<file path="config.mk">
export PLATFORM = sky130hd
export DESIGN_NAME = instr_fetch_unit
export DESIGN_NICKNAME = d
export VERILOG_FILES = /design/src/rtl/cpu_pkg.sv /design/src/rtl/fetch_queue.sv /design/src/rtl/instr_fetch_unit.sv
export SDC_FILE = /design/constraint.sdc
export NUM_CORES = 1
export LEC_CHECK = 0
export CORE_MARGIN = 4
export CORE_UTILIZATION = 40
export CTS_CLUSTER_DIAMETER = 100
export CTS_CLUSTER_SIZE = 40
export DETAILED_ROUTE_END_ITERATION = 8
export PLACE_DENSITY = 0.67
export SETUP_SLACK_MARGIN = 0.2
export SLEW_MARGIN = 20
export SYNTH_ARGS = -nofsm -noshare
export SYNTH_HDL_FRONTEND = slang
export SYNTH_SLANG_ARGS = --single-unit
</file>
<file path="constraint.sdc">
create_clock -name clk -period 3.24 [get_ports clk]
set_input_delay 0.648 -clock clk [delete_from_list [all_inputs] [get_ports clk]]
set_output_delay 0.648 -clock clk [all_outputs]
set_load 0.01 [all_outputs]
</file>
<file path="src/rtl/cpu_pkg.sv">
// rtl/cpu_pkg.sv - shared fetch-path widths, reset PC and queue entry type
package cpu_pkg;

  localparam int ADDR_W  = 32;
  localparam int INSTR_W = 32;
  localparam logic [ADDR_W-1:0] RESET_PC = 32'h0000_0000;
  localparam int PC_STEP = 4;

  typedef struct packed {
    logic [INSTR_W-1:0] instr;
    logic [ADDR_W-1:0]  pc;
  } fetch_entry_t;

endpackage

</file>
<file path="src/rtl/fetch_queue.sv">
// rtl/fetch_queue.sv - DEPTH-entry prefetch FIFO of fetch entries with flush
module fetch_queue
  import cpu_pkg::*;
#(
  parameter int DEPTH = 2,
  localparam int PTR_W = $clog2(DEPTH),
  localparam int CNT_W = PTR_W + 1
) (
  input  logic               clk,
  input  logic               rst_n,
  input  logic               i_push,
  input  fetch_entry_t       i_push_entry,
  input  logic               i_pop,
  input  logic               i_flush,
  output logic [CNT_W-1:0]   o_count,
  output fetch_entry_t       o_head
);

  logic [PTR_W-1:0] r_rd_ptr;
  logic [PTR_W-1:0] r_wr_ptr;
  logic [CNT_W-1:0] r_count;
  fetch_entry_t     r_mem [DEPTH];

  // Storage and pointers; a flush empties the queue and wins over a push,
  // while a same-cycle pop has already been consumed by the reader.
  always_ff @(posedge clk or negedge rst_n) begin
    if (!rst_n) begin
      r_rd_ptr <= '0;
      r_wr_ptr <= '0;
      r_count  <= '0;
      for (int i = 0; i < DEPTH; i++) begin
        r_mem[i] <= '0;
      end
    end else if (i_flush) begin
      r_rd_ptr <= '0;
      r_wr_ptr <= '0;
      r_count  <= '0;
    end else begin
      if (i_push) begin
        r_mem[r_wr_ptr] <= i_push_entry;
        r_wr_ptr        <= r_wr_ptr + 1'b1;
      end
      if (i_pop) begin
        r_rd_ptr <= r_rd_ptr + 1'b1;
      end
      r_count <= r_count + CNT_W'(i_push) - CNT_W'(i_pop);
    end
  end

  assign o_count = r_count;
  assign o_head  = r_mem[r_rd_ptr];

endmodule

</file>
<file path="src/rtl/instr_fetch_unit.sv">
// rtl/instr_fetch_unit.sv - PC owner, credit-based imem request issue and redirect flush
module instr_fetch_unit #(
  parameter int ADDR_W  = cpu_pkg::ADDR_W,
  parameter int INSTR_W = cpu_pkg::INSTR_W,
  parameter int DEPTH   = 2,
  parameter logic [ADDR_W-1:0] RESET_PC = cpu_pkg::RESET_PC
) (
  input  logic               clk,
  input  logic               reset,
  output logic               imem_req,
  output logic [ADDR_W-1:0]  imem_addr,
  input  logic [INSTR_W-1:0] imem_rdata,
  output logic               if_valid,
  output logic [INSTR_W-1:0] if_instr,
  output logic [ADDR_W-1:0]  if_pc,
  input  logic               id_ready,
  input  logic               redirect_valid,
  input  logic [ADDR_W-1:0]  redirect_pc
);

  import cpu_pkg::*;

  localparam int CNT_W = $clog2(DEPTH) + 1;

  logic [ADDR_W-1:0] r_fetch_pc;
  logic [ADDR_W-1:0] r_inflight_pc;
  logic              r_inflight;

  logic [CNT_W-1:0]  w_count;
  logic [CNT_W:0]    w_used;
  fetch_entry_t      w_head;
  fetch_entry_t      w_push_entry;
  logic              w_kill;
  logic              w_push;
  logic              w_pop;
  logic              w_req;

  // A redirect kills the read returning this cycle; its data never enters the queue.
  assign w_kill = redirect_valid;
  assign w_push = r_inflight && !w_kill;
  assign w_pop  = if_valid && id_ready;

  // Slots committed after this edge: entries staying in the queue plus the
  // returning read. Counting the pop lets DEPTH=2 stream one word per cycle.
  assign w_used = {1'b0, w_count} + (CNT_W+1)'(r_inflight) - (CNT_W+1)'(w_pop);
  assign w_req  = reset && !redirect_valid && (w_used < (CNT_W+1)'(DEPTH));

  assign imem_req     = w_req;
  assign imem_addr    = r_fetch_pc;
  assign if_valid     = (w_count != '0);
  assign if_instr     = w_head.instr;
  assign if_pc        = w_head.pc;
  assign w_push_entry = '{instr: imem_rdata, pc: r_inflight_pc};

  // Fetch PC sequencing and tracking of the single outstanding read.
  always_ff @(posedge clk or negedge reset) begin
    if (!reset) begin
      r_fetch_pc    <= RESET_PC;
      r_inflight    <= 1'b0;
      r_inflight_pc <= '0;
    end else begin
      r_inflight <= w_req;
      if (redirect_valid) begin
        r_fetch_pc <= {redirect_pc[ADDR_W-1:2], 2'b00};
      end else if (w_req) begin
        r_fetch_pc    <= r_fetch_pc + ADDR_W'(PC_STEP);
        r_inflight_pc <= r_fetch_pc;
      end
    end
  end

  fetch_queue #(
    .DEPTH(DEPTH)
  ) u_fetch_queue (
    .clk          (clk),
    .rst_n        (reset),
    .i_push       (w_push),
    .i_push_entry (w_push_entry),
    .i_pop        (w_pop),
    .i_flush      (redirect_valid),
    .o_count      (w_count),
    .o_head       (w_head)
  );

endmodule

</file>
Word level (Yosys, flattened, before mapping)

Index checks and enable logic that the tools add are counted.

Bits in registers: 197
Input bits: 68
Output and inout port bits: 98
Word-level logic and storage cells: 49

Add/subtract/negate cells: 7
$lt $le $gt $ge: 4
Mux-type cells: 13
Bitwise operators: 3
Reductions and logical operators: 12

Operators by type and width:

| cell                  | number |
|---|---|
| $mux 64               | 4 |
| $bwmux 128            | 1 |
| $demux 64 s1          | 1 |
| $mux 32               | 2 |
| $add 32x3->32 const B | 1 |
| $reduce_bool 2->1     | 4 |
| $logic_and 1x1->1     | 5 |
| $ge 2x2->1 const B    | 2 |
| $mux 1                | 4 |
| $not 1->2             | 2 |
| $reduce_and 2->1      | 2 |
| $add 2x1->3           | 1 |
| $lt 3x2->1 const B    | 1 |
| $sub 3x1->3           | 1 |
| $add 1x1->1 const B   | 2 |
| $add 2x1->2           | 1 |
| $lt 2x1->1 const B    | 1 |
| $mux 2                | 1 |
| $sub 2x1->2           | 1 |
| $logic_not 1->1       | 1 |
| $not 1->1             | 1 |

Longest topological paths before layout

Depth after elaboration: 7
Depth in mapped cells: 13
Depth with buffers taken out: 11

By module

A second synthesis with hierarchy kept.

Cell total of the unflattened synthesis: 700
Area, all modules: 9107.5 sq um

Modules (own cells, without submodules):

| module           | times used | cells each | area each (sq um) | sequential area each (sq um) |
|---|---|---|---|---|
| fetch_queue      | 1          | 358        | 6048.3            | 3303.2 |
| instr_fetch_unit | 1          | 342        | 3059.2            | 1526.5 |

Least setup slack after synthesis

Ideal clock, no wire load.

Kind: flip-flop to output port
From: register u_fetch_queue.r_count[1], in the netlist u_fetch_queue.o_count[1]
To: output port imem_req
Data arrival time: 2.777 ns
Required time: 2.592 ns
Slack: -0.185 ns
Cell stages (with the launch flop): 12
Path buffers: 3
Cell sequence: dfrtp_1 > or2_2 > and2_1 > ha_1 > nand2b_1 > fa_1 > xor2_1 > or3_1 > buf_2 > inv_4 > buf_6 > buf_2

Cells in the longest elaborated chain, start to end: 5
Elaborated cells on any way between the ends: 6
Classes of those cells: add/sub: 2; order compare: 1; reduce/logical: 3

RTL lines:

| item                     | RTL line               | text |
|---|---|---|
| start: declaration       | fetch_queue.sv:21      | `logic [CNT_W-1:0] r_count;` |
| start signal: assignment | fetch_queue.sv:46      | `r_count <= r_count + CNT_W'(i_push) - CNT_W'(i_pop);` |
| $reduce_bool 2->1        | instr_fetch_unit.sv:50 | `assign if_valid = (w_count != '0);` |
| net if_valid             | instr_fetch_unit.sv:13 | `output logic if_valid,` |
| $logic_and 1x1->1        | instr_fetch_unit.sv:41 | `assign w_pop = if_valid && id_ready;` |
| $sub 3x1->3              | instr_fetch_unit.sv:45 | `assign w_used = {1'b0, w_count} + (CNT_W+1)'(r_inflight) - (CNT_W+1)'(w_pop);` |
| $lt 3x2->1               | instr_fetch_unit.sv:46 | `assign w_req = reset && !redirect_valid && (w_used < (CNT_W+1)'(DEPTH));` |
| $logic_and 1x1->1        | instr_fetch_unit.sv:46 |  |
| end: declaration         | instr_fetch_unit.sv:10 | `output logic imem_req,` |

The timed path passes the listed nets, and every way through them passes these cells.

Worst setup path after layout

From: register u_fetch_queue.r_count[1], in the netlist u_fetch_queue.o_count[1]
To: output port imem_req

Cells in the longest elaborated chain, start to end: 5
Elaborated cells on any way between the ends: 6
Classes of those cells: add/sub: 2; order compare: 1; reduce/logical: 3

RTL lines:

| item                                                                | RTL line |
|---|---|
| parallel branches: the longest is 2 deep, another holds $add 2x1->3 | -- |
| $sub 3x1->3 *                                                       | instr_fetch_unit.sv:45 |
| $lt 3x2->1 *                                                        | instr_fetch_unit.sv:46 |
| $logic_and 1x1->1 *                                                 | instr_fetch_unit.sv:46 |

Every way passes the cells marked *.

==> flow_summary.toml <==
[clock_tree]
cts-root-buf = "clkbuf_16"
cts_tree = "built"
cts_buffer_depth = 2
insertion_delay_ns = 0.43
htreeDepth = 4
cts_made_buffers = 17
path_clk_slew_ns = 0.07
clkSinkCount = 189

[placement]
place.gp.congestion = 0.8169
dp_hpwl_um = 13890
place_ws_ns = -0.7201
portBuffers = 159

[die]
ios = 166
initial_core_util = 0.4082
rows = 53
die_h_um = 154.9
die_x_um = 154.9
coreArea_sq_um = 21150
dieArea_sq_um = 24000

[setup_path]
r2r_start = "u_fetch_queue.o_count[1]"
rr_worst_depth = 14
critical_path_arrival_ns = 2.67
cp_max_fo = 2
rrSetupSlack_ns = 0.02
critPathRequiredTime_ns = 2.59
path_class = "register to primary output"
start_kind = "register"
end_kind = "primary output"
reg2reg_to = "imem_addr[13]"

[timing]
worst_slew_pin_slew_ns = 0.9749
drv_slew = 0
fmax_mhz = 301.4
setup_slack_ns = -0.07822
finalSetupTns_ns = -0.07822
finalSetupViolCount = 1
finalCriticalPeriod_ns = 3.318
hold-worst-slack_ns = 0.4851
rsz0062_at_grt = "true"
fin_crit_sh = 1.024
skew_ns = 0.01065
slew_headroom = 0.3501
hold_viol = 0

[worst_hold_path]
hp-class = "input port to asynchronous set/reset pin"

[global_routing]
grt_pass1_wl_um = 34290
overflow = 0
grt_usage = 0.1771
grt_max_degree = 76
grt_pass1_vias = 6373
antenna_found_initial = 0

[routing]
totalWireLength_um = 21320
drt-initial-drc-count = 391
first_pass_iters = 5
vias_per_cell = 5.311
antenna_left = 0
vias = 6235
drcViolationCount = 0
wire_per_inst_um = 18.16

[layout]
final_cell_mix = "dfrtp_1, mux2_2, clkdlybuf4s50_1"
final_common_cell = "dfrtp_1"
antennaDiodeCount = 0
fin_nets = 960
drive_above_1_share = 0.3148
final_util = 0.5475
area_delta_synth_final_pct = 34.12

[logic_synthesis]
synthFlopType = "dfrtp_1"
syn_inst = 706
yosys.cell_types.count = 51
seq_area_frac_synth = 0.5477
ys_warn_count = 0
avgSynthCellArea_sq_um = 12.23
synth-seq-cells = 189
synth_edf_count = 0
synth_area_sq_um = 8636
async_flop_share = 1.000

[status]
violations = "negative setup slack"
status = "finished, violations left"

[job]
maxCapViolations = 0

[power_and_ir_drop]
leakagePower_uw = 0.005183
powerDensity_nw_per_um2 = 906.8
peakVddDrop_v = 0.0004618
==> metrics by stage <==
stage | power (uW) | area, sq um | std cells
6_report | 10500 | 11580 | 1174
5_1_grt | 11170 | 11580 | 1174
4_1_cts | 10270 | 11220 | 1155
3_5_place_dp | 8058 | 10580 | 1122
3_3_place_gp | 7974 | 10580 | 1122
2_1_floorplan | 6175 | 8658 | 709
==> state kept, by name, summed over array words and instances, names as in the netlist <==
| register | count |
|---|---|
| imem_addr | 30 |
| r_inflight | 1 |
| u_fetch_queue.r_wr_ptr | 1 |
| u_fetch_queue.r_mem | 124 |
| u_fetch_queue.r_rd_ptr | 1 |
| r_inflight_pc | 30 |
| u_fetch_queue.o_count | 2 |
==> worst max path at each step <==
stage | start | to | cells after the start
2_1_floorplan | u_fetch_queue.o_count[1] | imem_req | 11
3_3_place_gp | id_ready | imem_req | 9
3_5_place_dp | id_ready | imem_req | 9
4_1_cts | u_fetch_queue.o_count[1] | imem_req | 9
5_1_grt | u_fetch_queue.o_count[1] | imem_req | 9
6_report | u_fetch_queue.o_count[1] | imem_req | 9
==> report_power, final <==
group	switching (uW)	internal [uW]	total [uW]
Clock	903	1220	2120
Sequential	659	3360	4020
Combinational	1730	2630	4360
Total	3290	7210	10500
==> logic make-up (layout without fill, tap and decap cells) <==
group           count (synthesis)  after routing  share of synthesized area
fa+ha+maj                       5              5                   0.008114
mux                           186            186                     0.2425
flops                         189            189                     0.5477
simple gates                  195            195                     0.1079
other cells                     1              4                  0.0004342
buf+inv                        55            245                    0.03231
compound gates                 69             69                    0.05491
xor+xnor                        6              6                   0.006085
==> area by class of cell <==
type	count	area, sq um
well taps	275	344.1
fillers	1824	9572
clock buffers	19	432.9
inverters	11	43.79
multi-input cells	465	3762
repair buffers	203	2107
flip-flops and latches	189	4731
clock inverters	12	161.4
==> synth_stat cells (all sizes together) (8+ instances only) <==
master  count  share of area
a21oi      10         0.0058
and3        8         0.0058
buf        37          0.024
dfrtp     189           0.55
inv        11         0.0051
mux2      186           0.24
nand2     113          0.049
nand3      20          0.013
nand4      12          0.012
nor2       18         0.0078
o211ai     12          0.012
o21ai      22          0.013
o311ai     10          0.010
==> timing repair <==
action | 4_1_cts | 5_1_grt
setup endpoints to repair | 36 | 37
hold endpoints to repair | 0 | 0
hold buffers | 0 | 0
gates cloned | 0 | 6
buffers inserted | 2 | 13
pin swaps | 5 | 7
resized for setup | 13 | 24
==> critical path, stage by stage (launching register included) <==
cell and delay, ns:
dfrtp_1 0.38, or2_4 0.25, and2_4 0.15, ha_4 0.20, nand2b_4 0.14, fa_2 0.56
nand2_2 0.05, or3_4 0.34, inv_4 0.08, buf_6 0.10
==> metal layers <==
layer	wire length, um	GRT usage	share of wire
met4	296	0.04752	0.014
met2	9734	0.2665	0.46
met5	0	0	0
met1	9900	0.2585	0.46
met3	1393	0.04172	0.065
Power figures use the tool's default switching activity.
